**src/rtl/seq_pattern_tx_pkg.sv**
```systemverilog
// Shared definitions for the serial pattern transmitter and the detector benches.
// Holds the canonical 101111 pattern, the FSM state encoding and sizing helpers.
package seq_pattern_tx_pkg;

    localparam int PAT_W_DEF = 6;

    // Single source of truth for the pattern the detectors look for.
    localparam logic [PAT_W_DEF-1:0] SEQ_101111  = 6'b101111;
    localparam logic [PAT_W_DEF-1:0] PATTERN_DEF = SEQ_101111;

    typedef enum logic [1:0] {
        ST_IDLE  = 2'd0,
        ST_SHIFT = 2'd1,
        ST_GAP   = 2'd2,
        ST_DONE  = 2'd3
    } tx_state_e;

    // A zero-cycle gap still needs a one-bit counter so the port widths stay legal.
    function automatic int gap_cnt_w(input int gap_cyc);
        return (gap_cyc > 0) ? $clog2(gap_cyc + 1) : 1;
    endfunction

endpackage

```
**src/rtl/seq_piso_shreg.sv**
```systemverilog
// Parallel-load, MSB-first shift register; reloaded at the start of every frame.
// Load has priority over shift; zeros are shifted in at the LSB.
module seq_piso_shreg
    import seq_pattern_tx_pkg::*;
#(
    parameter int              PAT_W   = PAT_W_DEF,
    parameter logic [PAT_W-1:0] PATTERN = PATTERN_DEF
) (
    input  logic             clk,
    input  logic             rst,
    input  logic             ld,
    input  logic             sh,
    input  logic [PAT_W-1:0] din,
    output logic             sout
);

    logic [PAT_W-1:0] q;

    // NOTE: sequential state uses non-blocking assignments so every register
    // samples the pre-edge values of the others, independent of block order.
    always_ff @(posedge clk or negedge rst) begin
        if (!rst) begin
            q <= PATTERN;
        end else if (ld) begin
            q <= din;
        end else if (sh) begin
            q <= {q[PAT_W-2:0], 1'b0};
        end
    end

    assign sout = q[PAT_W-1];

endmodule

```
**src/rtl/seq_pattern_tx.sv**
```systemverilog
// Serial pattern transmitter: sends a stored pattern MSB-first for a programmable
// number of frames, with an optional idle gap between frames. All outputs registered.
module seq_pattern_tx
    import seq_pattern_tx_pkg::*;
#(
    parameter int              PAT_W   = PAT_W_DEF,
    parameter logic [PAT_W-1:0] PATTERN = PATTERN_DEF,
    parameter int              CNT_W   = 4,
    parameter int              GAP_CYC = 0
) (
    input  logic             clk,
    input  logic             rst,
    input  logic             start,
    input  logic [CNT_W-1:0] reps,
    input  logic             abort,
    input  logic             pat_load,
    input  logic [PAT_W-1:0] pat_in,
    output logic             x,
    output logic             x_valid,
    output logic             busy,
    output logic             done,
    output logic [CNT_W-1:0] frames_sent
);

    localparam int BIT_W = $clog2(PAT_W);
    localparam int GAP_W = gap_cnt_w(GAP_CYC);

    tx_state_e        state, state_n;
    logic [PAT_W-1:0] pat_q;
    logic [PAT_W-1:0] ld_val;
    logic [CNT_W-1:0] reps_q;
    logic [CNT_W-1:0] fs_inc;
    logic [BIT_W-1:0] bit_idx;
    logic [GAP_W-1:0] gap_cnt;
    logic             sh_ld, sh_en, sh_out;
    logic             frame_end, last_frame;

    assign fs_inc     = frames_sent + CNT_W'(1);
    assign frame_end  = (bit_idx == '0);
    assign last_frame = (fs_inc == reps_q);

    // NOTE: every always_comb output gets a default first, so no path can
    // leave it unassigned and infer a latch.
    always_comb begin
        state_n = state;
        sh_ld   = 1'b0;
        sh_en   = 1'b0;
        ld_val  = pat_q;
        case (state)
            ST_IDLE: begin
                // A load in the same cycle as start must feed the first frame.
                ld_val = pat_load ? pat_in : pat_q;
                if (start) begin
                    if (reps != '0) begin
                        state_n = ST_SHIFT;
                        sh_ld   = 1'b1;
                    end else begin
                        state_n = ST_DONE;
                    end
                end
            end
            ST_SHIFT: begin
                if (abort) begin
                    state_n = ST_IDLE;
                end else begin
                    sh_en = 1'b1;
                    if (frame_end) begin
                        if (last_frame) begin
                            state_n = ST_DONE;
                        end else if (GAP_CYC == 0) begin
                            sh_ld = 1'b1;
                        end else begin
                            state_n = ST_GAP;
                        end
                    end
                end
            end
            ST_GAP: begin
                if (abort) begin
                    state_n = ST_IDLE;
                end else if (gap_cnt == '0) begin
                    state_n = ST_SHIFT;
                    sh_ld   = 1'b1;
                end
            end
            default: state_n = ST_IDLE;
        endcase
    end

    seq_piso_shreg #(
        .PAT_W   (PAT_W),
        .PATTERN (PATTERN)
    ) u_shreg (
        .clk  (clk),
        .rst  (rst),
        .ld   (sh_ld),
        .sh   (sh_en),
        .din  (ld_val),
        .sout (sh_out)
    );

    // Outputs reflect the state held before each edge, so they trail the FSM by one cycle.
    always_ff @(posedge clk or negedge rst) begin
        if (!rst) begin
            state       <= ST_IDLE;
            pat_q       <= PATTERN;
            reps_q      <= '0;
            frames_sent <= '0;
            bit_idx     <= BIT_W'(PAT_W - 1);
            gap_cnt     <= '0;
            x           <= 1'b0;
            x_valid     <= 1'b0;
            busy        <= 1'b0;
            done        <= 1'b0;
        end else begin
            state   <= state_n;
            x       <= 1'b0;
            x_valid <= 1'b0;
            busy    <= 1'b0;
            done    <= 1'b0;
            case (state)
                ST_IDLE: begin
                    if (pat_load) begin
                        pat_q <= pat_in;
                    end
                    if (start) begin
                        reps_q      <= reps;
                        frames_sent <= '0;
                        bit_idx     <= BIT_W'(PAT_W - 1);
                    end
                end
                ST_SHIFT: begin
                    if (!abort) begin
                        x       <= sh_out;
                        x_valid <= 1'b1;
                        busy    <= 1'b1;
                        if (frame_end) begin
                            frames_sent <= fs_inc;
                            bit_idx     <= BIT_W'(PAT_W - 1);
                            gap_cnt     <= GAP_W'(GAP_CYC - 1);
                        end else begin
                            bit_idx <= bit_idx - BIT_W'(1);
                        end
                    end
                end
                ST_GAP: begin
                    if (!abort) begin
                        busy    <= 1'b1;
                        gap_cnt <= gap_cnt - GAP_W'(1);
                    end
                end
                default: begin
                    done <= 1'b1;
                end
            endcase
        end
    end

endmodule
```
**config.mk**
```make
export PLATFORM = sky130hd
export DESIGN_NAME = seq_pattern_tx
export DESIGN_NICKNAME = d
export VERILOG_FILES = /design/src/rtl/seq_pattern_tx_pkg.sv /design/src/rtl/seq_piso_shreg.sv /design/src/rtl/seq_pattern_tx.sv
export SDC_FILE = /design/constraint.sdc
export NUM_CORES = 1
export LEC_CHECK = 0
export ABC_AREA = 1
export CORE_MARGIN = 4
export CORE_UTILIZATION = 45
export CTS_BUF_LIST = sky130_fd_sc_hd__clkbuf_4 sky130_fd_sc_hd__clkbuf_8
export DETAILED_ROUTE_END_ITERATION = 8
export GPL_TIMING_DRIVEN = 0
export PLACE_DENSITY = 0.68
export SKIP_CTS_REPAIR_TIMING = 1
export SLEW_MARGIN = 25
export SYNTH_ARGS = -nofsm -noshare
export SYNTH_HDL_FRONTEND = slang
export SYNTH_SLANG_ARGS = --single-unit
```
**constraint.sdc**
```tcl
create_clock -name clk -period 2.5 [get_ports clk]
set_input_delay 0.25 -clock clk [delete_from_list [all_inputs] [get_ports clk]]
set_output_delay 0.25 -clock clk [all_outputs]
set_load 0.02 [all_outputs]
```
Word level (Yosys, flattened, before mapping):

Index checks and enable logic that the tools add are counted.

* add/sub/neg operators: 3
* eq/ne operators: 10
* muxes and demuxes: 38
* reduce and logical (&&, ||, !) cells: 13

Operators with widths (count)
* 6-bit two-way mux: 4
* 1-bit two-way mux: 16
* 2-bit two-way mux: 7
* 4-bit two-way mux: 3
* 4-bit AND reduction: 3
* 3-bit two-way mux: 3
* 3-bit inequality test, second input constant: 3
* 2-bit inequality test, second input constant: 4
* 4-bit one-hot mux with 2 select lines: 1
* 2-bit one-hot mux with 3 select lines: 1
* 3-bit one-hot mux with 2 select lines: 1
* 2-bit nonzero test: 3
* 4-bit by 1-bit adder with 4-bit output, second input constant: 1
* 4-bit == test: 1
* 4-bit nonzero test: 1
* 3-bit logical NOT: 1
* 1-bit one-hot mux with 3 select lines: 1
* 3-bit AND reduction: 1
* 3-bit OR reduction: 1
* 3-bit by 1-bit subtractor with 3-bit output, second input constant: 1
* 2-bit by 1-bit == test with 1-bit output, second input constant: 1
* 2-bit == test, second input constant: 1
* 2-bit logical NOT: 1
* 1-bit one-hot mux with 2 select lines: 1
* 3 further kinds: 3

* register bits: 30
* output and inout bits: 8
* word-level logic and storage cells: 75

Logic depth before layout (Yosys ltp):

Gate-level depths: netlist of the first run.

* depth after elaboration: 7
* depth in mapped cells: 14

Hierarchy:

A second synthesis of the first run with hierarchy kept.

* cells, all modules: 170
* area, all modules: 1507.7 um^2

By module, submodules not included
* seq_pattern_tx: instances 1, cells an instance 138, area an instance 1237.4 um^2
* seq_piso_shreg: instances 1, cells an instance 32, area an instance 270.3 um^2

Worst setup path before layout of the first run:

Ideal clock, no wire load.

* path kind: flip-flop to flip-flop
* start: reg frames_sent[0]
* end: reg u_shreg.q[4]
* setup time: 0.117 ns
* arrival time: 1.687 ns
* setup slack: 0.697 ns
* cell stages (with the launch flop): 13
* buffers on the path: 1
* clock period less this slack: 1.803 ns
* cells stage by stage: dfrtp_1 -> ha_1 -> nor2_1 -> o21ai_2 -> nor2_1 -> nand2_2 -> nand2_2 -> nand2_4 -> nand2_4 -> buf_12 -> nand2_2 -> nand2_1 -> nand2_1

* cells in the longest elaborated chain, start to end: 7
* elaborated cells on any way between the ends: 8

Ends and longest elaborated chain
* start: declaration: line seq_pattern_tx.sv:22 `output logic [CNT_W-1:0] frames_sent`
* start signal: assignment: line seq_pattern_tx.sv:138 `frames_sent <= fs_inc;`
* 4-bit by 1-bit adder with 4-bit output *: line seq_pattern_tx.sv:38 `assign fs_inc = frames_sent + CNT_W'(1);`
* 4-bit == test *: line seq_pattern_tx.sv:40 `assign last_frame = (fs_inc == reps_q);`
* 1-bit two-way mux *: line seq_pattern_tx.sv:68 `if (last_frame) begin`
* 1-bit two-way mux *: line seq_pattern_tx.sv:67 `if (frame_end) begin`
* 1-bit two-way mux *: line seq_pattern_tx.sv:63 `if (abort) begin`
* 1-bit one-hot mux with 3 select lines *: line seq_pattern_tx.sv:49 `case (state)`
* 6-bit two-way mux or 2-bit nonzero test (tied branches)
* end signal: assignment: line seq_piso_shreg.sv:25 `q <= din;`
* end signal: assignment: line seq_piso_shreg.sv:27 `q <= {q[PAT_W-2:0], 1'b0};`
* end: declaration: line seq_piso_shreg.sv:17 `logic [PAT_W-1:0] q;`

Mark *: on every way between the ends. The rest lies on a longest branch, timed or not.
A chain may end at the register's enable or synchronous reset.

Worst setup path in the final report of the first run:

* start: reg frames_sent[0]
* end: reg state[1]

* cells in the longest elaborated chain, start to end: 4

Ends and longest elaborated chain
* 4-bit by 1-bit adder with 4-bit output: line seq_pattern_tx.sv:38
* 4-bit == test: line seq_pattern_tx.sv:40
* 3-bit inequality test (no line)
* 4-bit AND reduction (no line)
* end signal: assignment: line seq_pattern_tx.sv:116 `state <= state_n;`
* end: declaration: line seq_pattern_tx.sv:28 `tx_state_e state, state_n;`

No other way between the ends.

==> flow_metrics.tcl, run 1 <==
set metrics [dict create \
    rsz0062_at_grt "false" \
    fillers 330 \
    power_switching_share 0.415 \
    syn2layout_area_growth_pct 21.5 \
    grt_max_degree 31 \
    peakVddDrop_mv 0.659 \
    drt-initial-drc-count 56 \
    clockBufferDepth 2 \
    clockPowerShare 0.133 \
    p_sw_uw 953 \
    fmax_mhz 501 \
    worstPathMaxFanout 9 \
    numCtsBuffers 5 \
    drive_above_1_share 0.156 \
    root_buffer "clkbuf_4" \
    worst_slew_pin_slew_ns 0.664 \
    globalRouteOverflowTotal 0 \
    min_period_over_period 0.798 \
    fin_skew_ns 0.00900 \
    path_clk_slew_ns 0.09 \
    drv_slew 0 \
    end_kind "flip-flop" \
    clk_latency_ns 0.33 \
    syn_nets 220 \
    place_hpwl_mm 2.16 \
    syn_area_mm2 0.00159 \
    layout.nets 250 \
    yosysSeqAreaShare 0.481 \
    final_common_cell "nand2_1" \
    clock-sinks 30 \
    crit_path_start_kind "flip-flop" \
    synth_seq_cells 30 \
    die_w_um 67.5 \
    remaining_drc_errors 0 \
    relSlewSlack 0.557 \
    tns_ns 0 \
    synth_top_family_by_area "simple AND/OR/NAND/NOR gates" \
    synth-xor-area-share 0 \
    fin_crit_ns 1.99 \
    detail_route.first_pass.iterations 4 \
    p_seq_frac 0.391 \
    die_area_mm2 0.00455 \
    start_util 0.473 \
    synth.avg_cell_area_um2 7.96 \
    die_h_um 67.5 \
    vias 1277 \
    status "complete, no violations" \
    synthAdderAreaFrac 0.0393 \
    grt_pass1_wl_mm 5.09 \
    gp_congestion 0.751 \
    whs_ns 0.467 \
    antenna_cells 0 \
    rows 21 \
    post_drt_wl_per_cell_um 10.6 \
    min_path_type "reg2reg" \
    boundaryPins 23 \
    powerDensity_mw_per_mm2 1190 \
    leakage_nw 0.981 \
    p_int_mw 1.34 \
    hold_viol 0 \
    arrival_ns 2.21 \
    yosysWarnings 0 \
    antenna_found_initial 0 \
    yosys.area_share.simple 0.285 \
    via_per_inst 4.61 \
    synth_cells 200 \
    synth.distinct_cells 21 \
    worst_ep_required_time_ns 2.71 \
    grt_pass1_vias 1139 \
    numPortBuffers 22 \
    critPathKind "reg2reg" \
    finalSetupViolCount 0 \
    h-tree-depth 2 \
    drt-total-wl_mm 2.93 \
    max_cap_violations 0 \
    antenna_left 0 \
    cts_tree "yes" \
    grt_use_total 0.155 \
    core_area_mm2 0.00336 \
    synth-compound-area-share 0.0865 \
    final_cell_mix "nand2_1, inv_1, clkdlybuf4s50_1" \
    combPwrFrac 0.476 \
    synthMuxAreaShare 0.00708 \
]
-- stage by stage --
stage | power [mW] | cells | setup WS, ns | instance area (µm²) | utilization
CTS | 2.32 | 276 | 0.514 | 1920 | 0.572
global route | 2.54 | 277 | 0.326 | 1930 | 0.575
detailed placement | 2.00 | 268 | 0.570 | 1860 | 0.554
finish | 2.29 | 277 | 0.506 | 1930 | 0.575
global placement | 1.98 | 268 | 0.598 | 1870 | 0.556
floorplan | 1.71 | 200 | 0.697 | 1590 | -
-- metal layers --
layer / wire [µm] / share of wire / track usage
met3: 126 / 0.043 / 0.0549
met4: 61 / 0.021 / 0.0835
met5: 0 / 0 / 0
met2: 1270 / 0.43 / 0.224
met1: 1470 / 0.50 / 0.202
-- cells in the mapped netlist (all sizes together) --
master | count | area (µm²)
nand2 | 71 | 299
inv | 35 | 131
dfrtp | 18 | 450
nand3 | 18 | 100
o21ai | 16 | 83.8
dfstp | 12 | 315
nor2 | 8 | 30.0
ha | 5 | 62.6
nand4 | 4 | 25.0
a21oi | 3 | 15.0
a31oi | 3 | 18.8
buf | 2 | 25.0
o22ai | 2 | 12.5
clkbuf | 1 | 3.75
mux2 | 1 | 11.3
o31ai | 1 | 7.51
-- cell families after synthesis --
kind of cell,count (synthesis)
flops,30
compound gates,25
fa+ha+maj,5
mux,1
buf+inv,38
simple gates,101
-- worst max-delay path: stages, from the launching register on --
cell and delay (ns):
dfrtp_1 0.49, ha_1 0.37, nor2_1 0.16, o21ai_2 0.07
nor2_1 0.12, nand2_2 0.08, o21ai_0 0.32, nand2_1 0.13
nand2_1 0.08, nand2_1 0.06
-- power groups by stage --
stage / sequential (mW) / clock (mW) / combinational [mW]
after floorplan: 0.922 / 0 / 0.789
after global placement: 0.899 / 0 / 1.08
after detailed placement: 0.906 / 0 / 1.09
after CTS: 0.897 / 0.315 / 1.10
after global routing: 0.929 / 0.342 / 1.27
final: 0.896 / 0.305 / 1.09
-- final timing paths --
kind                                 from          to  slack [ns]  cells after the start
max reg2reg                frames_sent[0]    state[1]        0.51                      9
max in group asynchronous             rst   reps_q[3]        1.58                      2
min                            bit_idx[2]  bit_idx[2]        0.47                      2
max                        frames_sent[0]    state[1]        0.51                      9
min in group asynchronous             rst           x        0.49                      2
min reg2reg                    bit_idx[2]  bit_idx[2]        0.47                      2
-- sequential cells by signal (all words and copies together) (netlist names) --
name,count
done,1
gap_cnt,1
state,2
bit_idx,3
u_shreg.q,6
x_valid,1
pat_q,6
x,1
frames_sent,4
reps_q,4
busy,1
-- final cells by class --
type                            count  area [µm²]  share of cell area
Timing Repair Buffer               23         225               0.116
Buffer                              3        28.8              0.0149
Clock buffer                        8        60.1              0.0310
Multi-Input combinational cell    132         666               0.344
Inverter                           35         131              0.0679
Sequential cell                    30         766               0.396
Tap cell                           46        57.6              0.0298
(Power assumes the default switching activity.)
==> run 2, diff against run 1 <==
==> constraint.sdc (replaced) <==
create_clock -name clk -period 1.9 [get_ports clk]
set_input_delay 0.19 -clock clk [delete_from_list [all_inputs] [get_ports clk]]
set_output_delay 0.19 -clock clk [all_outputs]
set_load 0.02 [all_outputs]
==> flow_metrics.tcl, run 2 (same netlist as run 1, synthesis figures left out) <==
set metrics [dict create \
    max_cap_violations 0 \
    root_buffer "clkbuf_4" \
    arrival_ns 1.99 \
    crit_path_start_kind "flip-flop" \
    min_path_type "in2async" \
    worst_ep_required_time_ns 2.15 \
    final_cell_mix "nand2_1, inv_1, clkdlybuf4s50_1" \
    finalSetupViolCount 0 \
    drive_above_1_share 0.190 \
    globalRouteOverflowTotal 0 \
    antenna_found_initial 0 \
    clockBufferDepth 2 \
    die_w_um 67.5 \
    layout.nets 251 \
    clk_latency_ns 0.33 \
    leakage_nw 0.987 \
    die_h_um 67.5 \
    core_area_mm2 0.00336 \
    status "complete, no violations" \
    numPortBuffers 22 \
    cts_tree "yes" \
    powerDensity_mw_per_mm2 1580 \
    drt-initial-drc-count 58 \
    hold_viol 0 \
    rows 21 \
    antenna_left 0 \
    drt-total-wl_mm 3.00 \
    drv_slew 0 \
    post_drt_wl_per_cell_um 10.8 \
    critPathKind "reg2reg" \
    place_ws_ns -0.0297 \
    fin_crit_ns 1.74 \
    numCtsBuffers 5 \
    gp_congestion 0.751 \
    place_hpwl_mm 2.16 \
    die_area_mm2 0.00455 \
    layout_setup_ws_ns 0.155 \
    syn2layout_area_growth_pct 23.8 \
    antenna_cells 0 \
    peakVddDrop_mv 0.846 \
    grt_pass1_vias 1139 \
    grt_pass1_wl_mm 5.09 \
    placed_area_mm2 0.00186 \
    remaining_drc_errors 0 \
    end_kind "flip-flop" \
    grt_use_total 0.155 \
    fin_area_mm2 0.00197 \
    boundaryPins 23 \
    path_clk_slew_ns 0.09 \
    fin_skew_ns 0.0107 \
    min_period_over_period 0.918 \
    start_util 0.473 \
    reg_top3 "pat_q (6), u_shreg.q (6)" \
    vias 1296 \
    relSlewSlack 0.564 \
    grt_max_degree 31 \
    tns_ns 0 \
    detail_route.first_pass.iterations 4 \
    worst_slew_pin_slew_ns 0.654 \
    fmax_mhz 573 \
    h-tree-depth 2 \
    via_per_inst 4.66 \
    final_common_cell "nand2_1" \
    clock-sinks 30 \
    worstPathMaxFanout 5 \
]
run 2: cell types whose count changed in the layout (fill, tap and decap cells not counted), sizes merged:
cell,change
buf,+2
clkbuf,-1
run 2: path summary, 6_finish.rpt:
check                      startpoint             end  depth (start not counted)  slack, ns
max                          state[1]  frames_sent[0]                          8       0.16
min                               rst  frames_sent[3]                          2       0.42
max reg2reg                  state[1]  frames_sent[0]                          8       0.16
min reg2reg                bit_idx[2]      bit_idx[2]                          2       0.47
max in group asynchronous         rst  frames_sent[1]                          2       1.03
min in group clk              reps[0]       reps_q[0]                          3       0.43
run 2: final cells by class:
cell class                 instances  area (µm²)
tap                               46        57.6
fill                             332        1390
clock buffer                       8        60.1
sequential                        30         768
inverter                          35         131
buffer                             2        25.0
multi-input combinational        132         688
timing repair buffer              25         240
run 2: worst max-delay path, cell delays in order (launching register included):
cell and delay [ns]:
dfrtp_1 0.42, inv_1 0.09, ha_1 0.26, nand2_1 0.15
a21oi_2 0.21, nand2_1 0.15, inv_1 0.13, nand2_1 0.09
o21ai_0 0.18
run 2: per-layer routing:
layer	share of wire	GRT usage	vias up
met5	0	0	-
met2	0.43	0.224	25
met1	0.50	0.202	574
li1	-	-	691
met4	0.020	0.0835	0
met3	0.047	0.0549	6
run 2: stage by stage:
| stage | power [mW] | utilization | cells | hold WS [ns] |
|---|---|---|---|---|
| 6_report | 3.11 | 0.586 | 278 | 0.419 |
| 5_1_grt | 3.43 | 0.586 | 278 | 0.413 |
| 4_1_cts | 3.05 | 0.572 | 276 | -0.106 |
| 3_5_place_dp | 2.63 | 0.554 | 268 | 0.262 |
| 3_3_place_gp | 2.61 | 0.556 | 268 | 0.453 |
| 2_1_floorplan | 2.25 | - | 200 | -0.106 |
run 2: where the power goes:
part,leakage (nW),switching (mW),internal (mW)
clock,0.0368,0.213,0.190
sequential,0.351,0.165,1.01
combinational,0.599,0.914,0.618
total,0.987,1.29,1.82
==> run 3, diff against run 2 <==
--- a/config.mk
+++ b/config.mk
@@ -8,7 +8,7 @@
 export ABC_AREA = 1
 export CORE_MARGIN = 4
 export CORE_UTILIZATION = 45
-export CTS_BUF_LIST = sky130_fd_sc_hd__clkbuf_4 sky130_fd_sc_hd__clkbuf_8
+export CTS_BUF_LIST = sky130_fd_sc_hd__clkbuf_16
 export DETAILED_ROUTE_END_ITERATION = 8
 export GPL_TIMING_DRIVEN = 0
 export PLACE_DENSITY = 0.68
==> constraint.sdc (replaced) <==
create_clock -name clk -period 1.9 [get_ports clk]
set_input_delay 0.19 -clock clk [delete_from_list [all_inputs] [get_ports clk]]
set_output_delay 0.19 -clock clk [all_outputs]
set_load 0.05 [all_outputs]
==> flow_metrics.tcl, run 3 (same netlist as run 1, synthesis figures left out) <==
set metrics [dict create \
    vias 1317 \
    fillers 334 \
    via_per_inst 4.74 \
    powerDensity_mw_per_mm2 1740 \
    grt_max_degree 31 \
    drive_above_1_share 0.181 \
    rows 21 \
    syn2layout_area_growth_pct 28.4 \
    min_path_type "in2async" \
    core_area_mm2 0.00336 \
    power_mw 3.55 \
    numPortBuffers 22 \
    drv_slew 0 \
    fin_area_mm2 0.00204 \
    layout.nets 251 \
    remaining_drc_errors 0 \
    worst_slew_pin_slew_ns 0.669 \
    fin_skew_ns 0.00531 \
    path_clk_slew_ns 0.05 \
    place_hpwl_mm 2.21 \
    boundaryPins 23 \
    tns_ns 0 \
    reg2reg_slack_ns 0.13 \
    grt_use_total 0.166 \
    reg_top3 "pat_q (6), u_shreg.q (6)" \
    relSlewSlack 0.554 \
    whs_ns -0.0423 \
    peakVddDrop_mv 0.900 \
    cp_slowest_stage_delay_ns 0.79 \
    fmax_mhz 550 \
    cts_tree "yes" \
    critPathBufInv 2 \
    clockBufferDepth 2 \
    arrival_ns 1.63 \
    status "finished, violations left" \
    path_delay_family "buffers and inverters" \
    clk_latency_ns 0.27 \
    worstPathMaxFanout 6 \
    min_period_over_period 0.957 \
    detail_route.first_pass.iterations 4 \
    crit_chain "buf_4 -> clkdlybuf4s50_1" \
    critPathKind "reg2out" \
    die_area_mm2 0.00455 \
    hold_viol 18 \
    placed_area_mm2 0.00187 \
    worst-r2r-cell-count 12 \
    antenna_left 0 \
    final_util 0.608 \
    end_kind "output port" \
    drt-initial-drc-count 98 \
    finalSetupViolCount 0 \
    fin_crit_ns 1.82 \
    root_buffer "clkbuf_16" \
    final_cell_mix "nand2_1, inv_1, clkdlybuf4s50_1" \
    grt_pass1_vias 1259 \
    r2r-end "u_shreg.q[4]" \
    max_cap_violations 0 \
    antenna_found_initial 0 \
    crit_slowest_cell "clkdlybuf4s50_1" \
    worst_ep_required_time_ns 1.71 \
    start_util 0.473 \
    post_drt_wl_per_cell_um 11.1 \
    clock-sinks 30 \
    gp_congestion 0.752 \
    die_w_um 67.5 \
    grt_pass1_wl_mm 5.65 \
    final_common_cell "nand2_1" \
    numCtsBuffers 5 \
    violations "negative hold slack" \
    globalRouteOverflowTotal 0 \
    worstReg2RegStart "frames_sent[0]" \
    antenna_cells 0 \
    drt-total-wl_mm 3.09 \
    crit_path_start_kind "flip-flop" \
    leakage_nw 1.02 \
    die_h_um 67.5 \
    h-tree-depth 2 \
]
[run 3: cell types whose count changed in the layout (fill, tap and decap cells not counted), moves of 2 or more]
cell       change
clkbuf_16      +5
clkbuf_4       -8
clkinv_1       +3
o21ai_1        +2
[run 3: routing by layer]
metal	routed length (µm)	track usage	up-vias
li1	-	-	694
met1	1550	0.218	598
met2	1410	0.255	21
met3	96	0.0599	4
met4	34	0.0532	0
met5	0	0	-
[run 3: how the worst max path moves through the flow]
stage                           to            from  slack (ns)  depth (start not counted)
floorplan             u_shreg.q[4]  frames_sent[0]        0.07                         12
global placement    frames_sent[0]             rst       -0.01                          1
detailed placement        state[1]  frames_sent[0]       -0.04                          9
CTS                       state[0]  frames_sent[0]        -0.1                          9
global route          u_shreg.q[4]  frames_sent[0]       -0.02                         12
finish              frames_sent[0]  frames_sent[0]        0.08                          2
[run 3: cell type report]
cell class                      count  area (µm²)  area share
Inverter                           35         131      0.0643
Buffer                              2        25.0      0.0122
Clock inverter                      3        11.3     0.00551
Multi-Input combinational cell    132         687       0.336
Timing Repair Buffer               25         238       0.116
Sequential cell                    30         768       0.376
Clock buffer                        5         125      0.0612
Tap cell                           46        57.6      0.0282
[run 3: power breakdown]
group | total, mW | switching, mW | internal, mW
Sequential | 1.19 | 0.176 | 1.01
Combinational | 1.65 | 1.03 | 0.619
Clock | 0.718 | 0.249 | 0.469
[run 3: stage by stage]
step                instances  setup WS, ns
finish                    278        0.0810
global route              278       -0.0174
CTS                       276       -0.0996
detailed placement        268       -0.0398
global placement          268       -0.0149
floorplan                 200        0.0666
